`src/rtl/div_controller.sv`:
```
// Sequential non-restoring divider with start/done handshake.
// Signed operands are divided as magnitudes; signs are restored in one FIX
// cycle. A zero divisor bypasses the iteration and flags div_by_zero.
module div_controller #(
   parameter int WIDTH = 32
) (
   input  logic             clock,
   input  logic             clear_n,
   input  logic             start,
   input  logic             signed_op,
   input  logic [WIDTH-1:0] A,
   input  logic [WIDTH-1:0] B,
   output logic             busy,
   output logic             done,
   output logic             div_by_zero,
   output logic [WIDTH-1:0] QUOTIENT,
   output logic [WIDTH-1:0] REMAINDER
);

   localparam int CW = $clog2(WIDTH) + 1;

   typedef enum logic [1:0] {
      IDLE = 2'd0,
      ITER = 2'd1,
      FIX  = 2'd2,
      DONE = 2'd3
   } state_t;

   state_t           state_reg, state_next;
   logic [CW-1:0]    count_reg;
   // One extra bit so a magnitude of 2^(WIDTH-1) still leaves room for the sign.
   logic [WIDTH:0]   r_reg;
   logic [WIDTH-1:0] q_reg;
   logic [WIDTH-1:0] m_reg;
   logic             neg_q_reg;
   logic             neg_r_reg;
   logic [WIDTH-1:0] quotient_reg;
   logic [WIDTH-1:0] remainder_reg;
   logic             dbz_reg;

   logic             b_zero;
   logic [WIDTH-1:0] a_mag;
   logic [WIDTH-1:0] b_mag;
   logic [WIDTH:0]   shift_r;
   logic [WIDTH:0]   step_r;
   logic [WIDTH:0]   fix_r;
   logic             last_iter;

   // Operand conditioning and the combinational non-restoring step.
   always_comb begin
      b_zero    = (B == '0);
      a_mag     = (signed_op && A[WIDTH-1]) ? -A : A;
      b_mag     = (signed_op && B[WIDTH-1]) ? -B : B;
      // The top bit of R drops out of the shift, but the result of the add or
      // subtract always fits WIDTH+1 bits, so modular arithmetic is exact.
      shift_r   = {r_reg[WIDTH-1:0], q_reg[WIDTH-1]};
      step_r    = r_reg[WIDTH] ? (shift_r + {1'b0, m_reg})
                               : (shift_r - {1'b0, m_reg});
      fix_r     = r_reg[WIDTH] ? (r_reg + {1'b0, m_reg}) : r_reg;
      last_iter = (count_reg == CW'(WIDTH - 1));
   end

   // State register.
   always_ff @(posedge clock or negedge clear_n) begin
      if (!clear_n) begin
         state_reg <= IDLE;
      end else begin
         state_reg <= state_next;
      end
   end

   // Next-state logic: IDLE -> ITER (WIDTH steps) -> FIX -> DONE -> IDLE.
   always_comb begin
      state_next = state_reg;
      case (state_reg)
         IDLE: if (start) state_next = b_zero ? DONE : ITER;
         ITER: if (last_iter) state_next = FIX;
         FIX:  state_next = DONE;
         DONE: state_next = IDLE;
         default: state_next = IDLE;
      endcase
   end

   // Handshake outputs decoded from state; results come straight from registers.
   always_comb begin
      busy        = (state_reg != IDLE);
      done        = (state_reg == DONE);
      div_by_zero = dbz_reg;
      QUOTIENT    = quotient_reg;
      REMAINDER   = remainder_reg;
   end

   // Datapath: capture on start, iterate, then sign-correct into the result registers.
   always_ff @(posedge clock or negedge clear_n) begin
      if (!clear_n) begin
         count_reg     <= '0;
         r_reg         <= '0;
         q_reg         <= '0;
         m_reg         <= '0;
         neg_q_reg     <= 1'b0;
         neg_r_reg     <= 1'b0;
         quotient_reg  <= '0;
         remainder_reg <= '0;
         dbz_reg       <= 1'b0;
      end else begin
         case (state_reg)
            IDLE: begin
               if (start) begin
                  if (b_zero) begin
                     quotient_reg  <= '0;
                     remainder_reg <= '0;
                     dbz_reg       <= 1'b1;
                  end else begin
                     m_reg     <= b_mag;
                     q_reg     <= a_mag;
                     r_reg     <= '0;
                     neg_q_reg <= signed_op & (A[WIDTH-1] ^ B[WIDTH-1]);
                     neg_r_reg <= signed_op & A[WIDTH-1];
                     count_reg <= '0;
                     dbz_reg   <= 1'b0;
                  end
               end
            end
            ITER: begin
               r_reg     <= step_r;
               q_reg     <= {q_reg[WIDTH-2:0], ~step_r[WIDTH]};
               count_reg <= count_reg + 1'b1;
            end
            FIX: begin
               r_reg         <= fix_r;
               quotient_reg  <= neg_q_reg ? -q_reg : q_reg;
               remainder_reg <= neg_r_reg ? -fix_r[WIDTH-1:0] : fix_r[WIDTH-1:0];
            end
            default: begin
            end
         endcase
      end
   end

endmodule

```
`config.mk`:
```
export PLATFORM = sky130hd
export DESIGN_NAME = div_controller
export DESIGN_NICKNAME = d
export VERILOG_FILES = /design/src/rtl/div_controller.sv
export SDC_FILE = /design/constraint.sdc
export NUM_CORES = 1
export LEC_CHECK = 0
export CORE_UTILIZATION = 59
export DETAILED_ROUTE_END_ITERATION = 6
export PLACE_DENSITY = 0.82
export SLEW_MARGIN = 20
export SYNTH_ARGS = -nofsm -noshare
export SYNTH_HDL_FRONTEND = slang
export SYNTH_SLANG_ARGS = --single-unit
```
`constraint.sdc`:
```
create_clock -name clock -period 6.16 [get_ports clock]
set_input_delay 1.232 -clock clock [delete_from_list [all_inputs] [get_ports clock]]
set_output_delay 1.232 -clock clock [all_outputs]
set_load 0.1 [all_outputs]
```
== Word level (Yosys, flattened, before mapping) ==
Index checks and enable logic that the tools add are counted.

* Word-level logic and storage cells: 69
* Input port bits: 68
* Register bits after elaboration: 172

* Add/subtract/negate cells: 8
* Mux-type cells: 24
* Reduce and logical (&&, ||, !) cells: 14
* Bitwise logic cells: 5
* Equality and inequality tests: 8

{| class="wikitable"
|+ Operators by type and width
! kind !! number
|-
| 32-bit two-way mux || 8
|-
| 32-bit one-hot mux with 2 select lines || 3
|-
| 33-bit two-way mux || 4
|-
| 32-bit negation || 4
|-
| 33-bit one-hot mux with 3 select lines || 1
|-
| 33-bit by 32-bit adder with 33-bit output || 2
|-
| 33-bit by 32-bit subtractor with 33-bit output || 1
|-
| 32-bit zero test || 1
|-
| 6-bit two-way mux || 2
|-
| 6-bit one-hot mux with 2 select lines || 1
|-
| 3-bit AND reduction || 4
|-
| 2-bit inequality test (second input constant) || 4
|-
| 2-bit one-hot mux with 4 select lines || 1
|-
| 6-bit by 1-bit adder with 6-bit output (second input constant) || 1
|-
| 6-bit by 5-bit equality test with 1-bit output (second input constant) || 1
|-
| 2-bit two-way mux || 3
|-
| 2-bit nonzero test || 3
|-
| 2-bit equality test (second input constant) || 2
|-
| 2-bit AND reduction || 2
|-
| 3-bit nonzero test || 1
|-
| 1-bit bitwise AND || 2
|-
| 2-bit by 1-bit equality test with 1-bit output (second input constant) || 1
|-
| 1-bit logical AND || 2
|-
| 2-bit zero test || 1
|-
| 3 further kinds || 4
|}

== Depth between registers and ports, before layout ==
Gate-level depths: netlist of run 1.

* Depth after elaboration: 5
* Depth in mapped cells: 22
* Gate-level depth less buffers: 21

== Worst setup path before layout of run 1 ==
Ideal clock, no wire load.

* Path kind: flip-flop to flip-flop
* From: register r_reg[32]
* To: register q_reg[0]
* Stages on the path, launching flop included: 23
* Setup time: 0.083 ns
* Required time: 6.077 ns
* Arrival: 5.244 ns
* Path buffers: 8
* Setup slack: 0.834 ns
* Path through: dfrtp_1 buf_2 buf_2 clkbuf_1 buf_1 clkbuf_1 buf_1 clkbuf_1 buf_1 a21oi_1 xor2_1 ha_1 a21o_1 a21o_1 a2111oi_0 o31a_1 o31ai_1 a2111oi_0 o21bai_1 a21oi_1 xnor2_1 mux2i_1 o21ai_0

* Longest elaborated chain between the ends: 3

{| class="wikitable"
|+ Ends and longest elaborated chain
! what !! line !! RTL
|-
| from (decl) || 32 || <nowiki>logic [WIDTH:0] r_reg;</nowiki>
|-
| from (signal assigned) || 125 || <nowiki>r_reg <= step_r;</nowiki>
|-
| from (signal assigned) || 130 || <nowiki>r_reg <= fix_r;</nowiki>
|-
| 33-bit two-way mux || 57 || <nowiki>step_r = r_reg[WIDTH] ? (shift_r + {1'b0, m_reg})</nowiki>
|-
| 1-bit inverter || 126 || <nowiki>q_reg <= {q_reg[WIDTH-2:0], ~step_r[WIDTH]};</nowiki>
|-
| 32-bit one-hot mux with 2 select lines || 106 || <nowiki>case (state_reg)</nowiki>
|-
| to (signal assigned) || 115 || <nowiki>q_reg <= a_mag;</nowiki>
|-
| to (signal assigned) || 126 ||
|-
| to (decl) || 33 || <nowiki>logic [WIDTH-1:0] q_reg;</nowiki>
|}

Every way passes these cells.
A chain may end at the register's enable or synchronous reset.

== Worst setup path in the final report of run 1 ==
* From: register m_reg[4]
* To: register q_reg[0]

* Longest elaborated chain between the ends: 4

{| class="wikitable"
|+ Ends and longest elaborated chain
! what !! line !! RTL
|-
| from (decl) || 34 || <nowiki>logic [WIDTH-1:0] m_reg;</nowiki>
|-
| from (signal assigned) || 114 || <nowiki>m_reg <= b_mag;</nowiki>
|-
| 33-bit by 32-bit subtractor with 33-bit output / 33-bit by 32-bit adder with 33-bit output (equally long branches) || 58, 57 ||
|-
| 33-bit two-way mux (*) || 57 ||
|-
| 1-bit inverter (*) || 126 ||
|-
| 32-bit one-hot mux with 2 select lines (*) || 106 ||
|}

Every way passes the cells marked *; elsewhere a longest branch is shown, timed or not.

==> results of run 1 <==
routing by layer:
layer | GRT usage [%] | wire, µm
met2 | 55.48 | 19190
met1 | 45.23 | 17850
met5 | 0 | 0
met3 | 4.625 | 2419
met4 | 14.75 | 1611
placed cells by master, fill, tap and decap left out, types with 6 or more instances in the layout:
cell / instances
xor2_1: 102
xnor2_1: 83
nand2_1: 273
o21bai_1: 8
o21ai_1: 6
and2_1: 10
clkinv_8: 6
or4_1: 8
o41ai_1: 10
o31ai_1: 58
or3_1: 29
nand2b_1: 10
dfrtp_1: 171
nor2_1: 135
a211oi_1: 12
or2_2: 6
inv_1: 37
a21oi_1: 137
nand4_1: 14
a21o_1: 29
nor3_1: 33
o211ai_1: 12
buf_4: 16
and3_1: 8
clkbuf_16: 17
o21a_1: 11
clkdlybuf4s50_1: 133
a22oi_1: 24
nand3_1: 27
mux2i_1: 14
nor4_1: 20
ha_1: 74
o21ai_0: 197
o22ai_1: 9
a31oi_1: 14
cell families after synthesis:
group / share of synthesized area, %
AND/OR/NAND/NOR: 20.25
AO/OA/AOI/OAI: 25.92
XOR/XNOR: 11.54
flip-flops: 30.65
buffers and inverters: 3.287
adder cells (fa/ha/maj): 6.967
multiplexers: 1.399
report_power, final:
part | switching, W | internal (W) | leakage [nW] | total, W
Clock | 0.000566 | 0.000561 | 0.298 | 0.00113
Sequential | 0.000558 | 0.00156 | 2.24 | 0.00211
Combinational | 0.00420 | 0.00202 | 4.33 | 0.00621
per-stage QoR:
stage	total power (W)	instances	worst slack (ns)
2_1_floorplan	0.006655	1770	0.8335
3_3_place_gp	0.008096	2157	0.9301
3_5_place_dp	0.008223	2157	0.7812
4_1_cts	0.009373	2189	0.7114
5_1_grt	0.01007	2189	0.04834
6_report	0.009454	2189	0.5539
final cells by class:
| cell class | instances | area (µm²) |
|---|---|---|
| clock inverters | 14 | 175.2 |
| multi-input cells | 1477 | 9309 |
| well taps | 319 | 399.1 |
| clock buffers | 18 | 439.2 |
| repair buffers | 150 | 1463 |
| fillers | 1952 | 7166 |
| flip-flops and latches | 172 | 4305 |
| inverters | 39 | 146.4 |
worst reg2reg max path, stage by stage (launching register included):
cell	delay, ns
dfrtp_1	0.44
nor4_1	0.48
nor4b_1	0.58
nor2b_1	0.38
nand2_1	0.13
nand2_1	0.10
xnor2_1	0.16
ha_1	0.34
a21o_1	0.21
a21o_1	0.20
a2111oi_0	0.67
o31a_1	0.23
o31ai_1	0.13
a2111oi_0	0.63
o21bai_1	0.15
a21oi_1	0.20
xnor2_1	0.18
mux2i_1	0.12
o21ai_0	0.19
worst paths after layout:
path	endpoint	slack, ns
worst max-delay path	q_reg[0]$_DFFE_PN0P_	0.55
min in group asynchronous	m_reg[1]$_DFFE_PN0P_	0.81
worst min-delay path	QUOTIENT[2]$_DFFE_PN0P_	0.48
worst min register to register	QUOTIENT[2]$_DFFE_PN0P_	0.48
max in group asynchronous	r_reg[22]$_DFFE_PN0P_	4.16
worst max register to register	q_reg[0]$_DFFE_PN0P_	0.55
==> flow_metrics.env, run 1 <==
export IMPL_grt_pass1_vias=12870
export IMPL_clk_path_buf_depth=2
export IMPL_hold_viol_final=0
export IMPL_yosysWarnings=0
export IMPL_maxCapViolCount=0
export IMPL_irDropWorstVdd_v=0.0005268
export IMPL_synth_net_count=1915
export IMPL_cts_clk_slew_worst_paths_ns=0.08
export IMPL_finalCritPeriodShare_pct=91.01
export IMPL_synth_common_cells="nand2_1, o21ai_0, dfrtp_1"
export IMPL_start_kind="register"
export IMPL_drtAntennaViolNets=0
export IMPL_ys_seq_elements=172
export IMPL_run_status="finished clean"
export IMPL_utilization_pct=69.38
export IMPL_grt_pass1_wl_um=65570
export IMPL_die_area_mm2=0.02443
export IMPL_numCtsBuffers=17
export IMPL_largest_reg_flops=33
export IMPL_place_area_mm2=0.01562
export IMPL_worstSetupEndpointType="register"
export IMPL_min_delay_start="QUOTIENT[2]$_DFFE_PN0P_"
export IMPL_pin_count=135
export IMPL_via_per_inst=6.219
export IMPL_fin_nets=2002
export IMPL_initial_utilization_pct=60.01
export IMPL_remaining_drc_errors=0
export IMPL_slew_headroom_pct=25.33
export IMPL_routed_wirelength_um=41080
export IMPL_synth_cell_types=77
export IMPL_die_width_um=156.3
export IMPL_worstMarginPinSlew_ns=1.113
export IMPL_yosysSeqAreaShare_pct=30.65
export IMPL_postLayoutCellArea_mm2=0.01624
export IMPL_core_area_mm2=0.02340
export IMPL_vias=13610
export IMPL_fin_setup_tns_ns=0
export IMPL_holdWs_ns=0.4815
export IMPL_crit_buf_inv=0
export IMPL_p_leak_nw=6.867
export IMPL_rsz0062_at_grt="false"
export IMPL_drive_above_1_share_pct=4.652
export IMPL_gp_congestion=0.9353
export IMPL_dr_first_iter_drc_count=1152
export IMPL_syn_to_final_growth_pct=15.61
export IMPL_worstReg2RegStart="m_reg[4]$_DFFE_PN0P_"
export IMPL_synth_area_per_cell_um2=7.935
export IMPL_crit_cells=18
export IMPL_fin_skew_ns=0.01494
export IMPL_worstSkewPairLatency_ns=0.45
export IMPL_drt_pass1_iterations=6
export IMPL_hpwlAfterDp_um=30570
export IMPL_critPathSlowestCell="a2111oi_0"
export IMPL_cp_startpoint="m_reg[4]$_DFFE_PN0P_"
export IMPL_cts_root_buf="clkbuf_16"
export IMPL_h_tree_depth=4
export IMPL_critical_path_arrival_ns=5.96
export IMPL_synth_edf_count=0
export IMPL_required_ns=6.52
export IMPL_synthCells=1770
export IMPL_grt_usage_pct=34.04
export IMPL_routedWlPerCell_um=18.77
export IMPL_drv_slew=0
export IMPL_cts_hold_buf=0
export IMPL_grt_ovfl_total=0
export IMPL_fmax_mhz=178.4
export IMPL_p_per_area_mw_per_mm2=582.2
export IMPL_synthesis_area_mm2=0.01404
export IMPL_synth_top_area_share_pct=30.65
export IMPL_r2r_cells=18
export IMPL_hold_depth=2
export IMPL_cts_setup_buffers=0
export IMPL_rows=56
export IMPL_period_needed_ns=5.606
export IMPL_diodes=0
export IMPL_synth_area_top_cells="dfrtp_1, nand2_1, o21ai_0, ha_1, xor2_1"
export IMPL_setup_viol=0
export IMPL_max_stage_delay_ns=0.67
export IMPL_io_buffer_count=134
export IMPL_cts_tree="built"
export IMPL_crit_chain="nor4_1, nor4b_1, nor2b_1, nand2_1, nand2_1, xnor2_1, ha_1, a21o_1, a21o_1, a2111oi_0, o31a_1, o31ai_1, a2111oi_0, o21bai_1, a21oi_1, xnor2_1, mux2i_1, o21ai_0"
export IMPL_cp_top_family="compound AO/OA/AOI/OAI gates"
export IMPL_die_h_um=156.3
export IMPL_synth_area_leader_cell="dfrtp_1"
export IMPL_antenna_found_initial=0
export IMPL_yosysMostFrequentCell="nand2_1"
export IMPL_clkSinkCount=172
export IMPL_synthArstFlopShare_pct=100.0
export IMPL_crit_path_max_fanout=5
export IMPL_ys_flop_type="dfrtp_1"
export IMPL_critPathKind="reg2reg"
export IMPL_grt_max_degree=85
export IMPL_holdCritPathClass="reg2reg"
export IMPL_cts_repair_resized=0
Power figures use the tool's default switching activity.
==> run 2, diff against run 1 <==
ABC_CLOCK_PERIOD_IN_PS = 6640   (was not set)
CORE_UTILIZATION = 60   (was 59)
PLACE_DENSITY = 0.83   (was 0.82)
SETUP_SLACK_MARGIN = 0.2   (was not set)
clock period = 6.64 ns   (was 6.16 ns; I/O delays follow)
==> flow_metrics.env, run 2 (synthesized netlist as in run 1, its figures left out) <==
export IMPL_run_status="finished clean"
export IMPL_syn_to_final_growth_pct=15.48
export IMPL_crit_buf_inv=0
export IMPL_drt_pass1_iterations=5
export IMPL_grt_usage_pct=35.14
export IMPL_maxCapViolCount=0
export IMPL_placedCellCount=2149
export IMPL_vias=13820
export IMPL_timing_rr_end="q_reg[0]$_DFFE_PN0P_"
export IMPL_worstSkewPairLatency_ns=0.45
export IMPL_gp_congestion=0.9560
export IMPL_crit_path_max_fanout=5
export IMPL_clkSinkCount=172
export IMPL_p_leak_nw=6.860
export IMPL_dr_first_iter_drc_count=1110
export IMPL_crit_path_end="q_reg[0]$_DFFE_PN0P_"
export IMPL_core_area_mm2=0.02278
export IMPL_required_ns=7.00
export IMPL_max_stage_delay_ns=0.58
export IMPL_clk_path_buf_depth=2
export IMPL_rsz0062_at_grt="false"
export IMPL_mostFrequentLayoutCells="nand2_1, o21ai_0, dfrtp_1, a21oi_1, nor2_1"
export IMPL_via_per_inst=6.336
export IMPL_grt_max_degree=85
export IMPL_postLayoutCellArea_mm2=0.01622
export IMPL_cts_clk_slew_worst_paths_ns=0.08
export IMPL_h_tree_depth=4
export IMPL_cp_top_family="simple AND/OR/NAND/NOR gates"
export IMPL_remaining_drc_errors=0
export IMPL_routed_wirelength_um=41700
export IMPL_antenna_found_initial=0
export IMPL_cts_hold_buf=0
export IMPL_cts_setup_buffers=0
export IMPL_rrSetupSlack_ns=1.18
export IMPL_hpwlAfterDp_um=30980
export IMPL_cts_root_buf="clkbuf_16"
export IMPL_crit_top_cell="nand2_1"
export IMPL_slew_headroom_pct=24.28
export IMPL_critPathSlowestCell="nor4b_1"
export IMPL_worstMarginPinSlew_ns=1.129
export IMPL_critical_path_arrival_ns=5.82
export IMPL_routedWlPerCell_um=19.12
export IMPL_fin_cells=2181
export IMPL_p_per_area_mw_per_mm2=540.7
export IMPL_cts_repair_resized=0
export IMPL_crit_cells=21
export IMPL_grt_ovfl_total=0
export IMPL_rows=55
export IMPL_worstSetupEndpointType="register"
export IMPL_crit_chain="nor4_1, nor4b_1, nor2b_1, nand2_1, nor2_1, nand2_1, o21ai_0, o21ai_0, xor2_1, ha_1, nand3_1, nand2_1, a21o_1, nand2_1, nand2_1, a2111oi_0, o21bai_1, a21oi_1, xnor2_1, mux2i_1, o21ai_0"
export IMPL_pin_count=135
export IMPL_finalCritPeriodShare_pct=82.23
export IMPL_fin_skew_ns=0.01505
export IMPL_cp_startpoint="m_reg[4]$_DFFE_PN0P_"
export IMPL_io_buffer_count=134
export IMPL_initial_utilization_pct=61.66
export IMPL_drv_slew=0
export IMPL_cts_tree="built"
export IMPL_diodes=0
export IMPL_critPathKind="reg2reg"
export IMPL_numCtsBuffers=17
export IMPL_largest_reg_flops=33
export IMPL_place_area_mm2=0.01561
export IMPL_hold_viol_final=0
export IMPL_period_needed_ns=5.460
export IMPL_irDropWorstVdd_v=0.0004125
export IMPL_final_common_cell="nand2_1"
export IMPL_start_kind="register"
export IMPL_die_h_um=155.0
export IMPL_grt_pass1_vias=12780
export IMPL_fmax_mhz=183.2
export IMPL_fin_nets=2000
export IMPL_die_area_mm2=0.02402
export IMPL_grt_pass1_wl_um=67080
export IMPL_worstReg2RegStart="m_reg[4]$_DFFE_PN0P_"
export IMPL_fin_setup_tns_ns=0
export IMPL_drtAntennaViolNets=0
export IMPL_setup_viol=0
export IMPL_die_width_um=155.0
export IMPL_r2r_cells=21
export IMPL_drive_above_1_share_pct=4.550
export IMPL_holdCritPathClass="reg2reg"
==> run 2: cell count changes in the layout (fill, tap and decap cells not counted), sizes merged <==
cell,delta
inv,+2
clkinv,-2
buf,-2
==> run 2: metrics by stage <==
step	setup slack (ns)	util, %	hold slack (ns)	power [W]
6_report	1.180	71.21	0.4796	0.008769
5_1_grt	0.4268	71.21	0.5126	0.009335
4_1_cts	1.324	71.21	0.4829	0.008701
3_5_place_dp	1.188	68.54	0.4644	0.007632
3_3_place_gp	1.374	68.54	0.4627	0.007514
2_1_floorplan	1.314	-	0.4653	0.006174
==> run 2: per-layer routing <==
| metal | track usage, % | up-vias | wire length, µm |
|---|---|---|---|
| li1 | - | 6601 | - |
| met1 | 47.15 | 6618 | 18030 |
| met2 | 57.01 | 496 | 19620 |
| met3 | 4.763 | 103 | 2470 |
| met4 | 14.90 | 0 | 1575 |
| met5 | 0 | - | 0 |
==> run 2: report_power, final <==
group / switching [W] / internal [W]
clock network: 0.000512 / 0.000519
logic: 0.00392 / 0.00187
registers: 0.000502 / 0.00144
total: 0.00494 / 0.00383
==> run 2: worst min path at each step <==
stage / start / endpoint / slack, ns / depth (start not counted)
5_1_grt: REMAINDER[7]$_DFFE_PN0P_ / REMAINDER[7]$_DFFE_PN0P_ / 0.51 / 2
3_5_place_dp: QUOTIENT[0]$_DFFE_PN0P_ / QUOTIENT[0]$_DFFE_PN0P_ / 0.46 / 2
3_3_place_gp: QUOTIENT[0]$_DFFE_PN0P_ / QUOTIENT[0]$_DFFE_PN0P_ / 0.46 / 2
2_1_floorplan: count_reg[1]$_DFFE_PN0P_ / count_reg[1]$_DFFE_PN0P_ / 0.47 / 2
6_report: QUOTIENT[0]$_DFFE_PN0P_ / QUOTIENT[0]$_DFFE_PN0P_ / 0.48 / 2
4_1_cts: QUOTIENT[0]$_DFFE_PN0P_ / QUOTIENT[0]$_DFFE_PN0P_ / 0.48 / 2
==> run 2: cell type report <==
class                           count  area, µm²
Multi-Input combinational cell   1477       9309
Inverter                           39      146.4
Clock inverter                     14      167.7
Tap cell                          313      391.6
Sequential cell                   172       4305
Clock buffer                       18      439.2
Fill cell                        1827       6559
Timing Repair Buffer              148       1460
==> run 2: worst reg2reg max path, cell delays in order (launching register included) <==
cell,delay [ns]
dfrtp_1,0.44
nor4_1,0.45
nor4b_1,0.58
nor2b_1,0.37
nand2_1,0.15
nor2_1,0.20
nand2_1,0.14
o21ai_0,0.41
o21ai_0,0.22
xor2_1,0.19
ha_1,0.36
nand3_1,0.12
nand2_1,0.06
a21o_1,0.19
nand2_1,0.07
nand2_1,0.08
a2111oi_0,0.58
o21bai_1,0.15
a21oi_1,0.20
xnor2_1,0.17
mux2i_1,0.10
o21ai_0,0.16
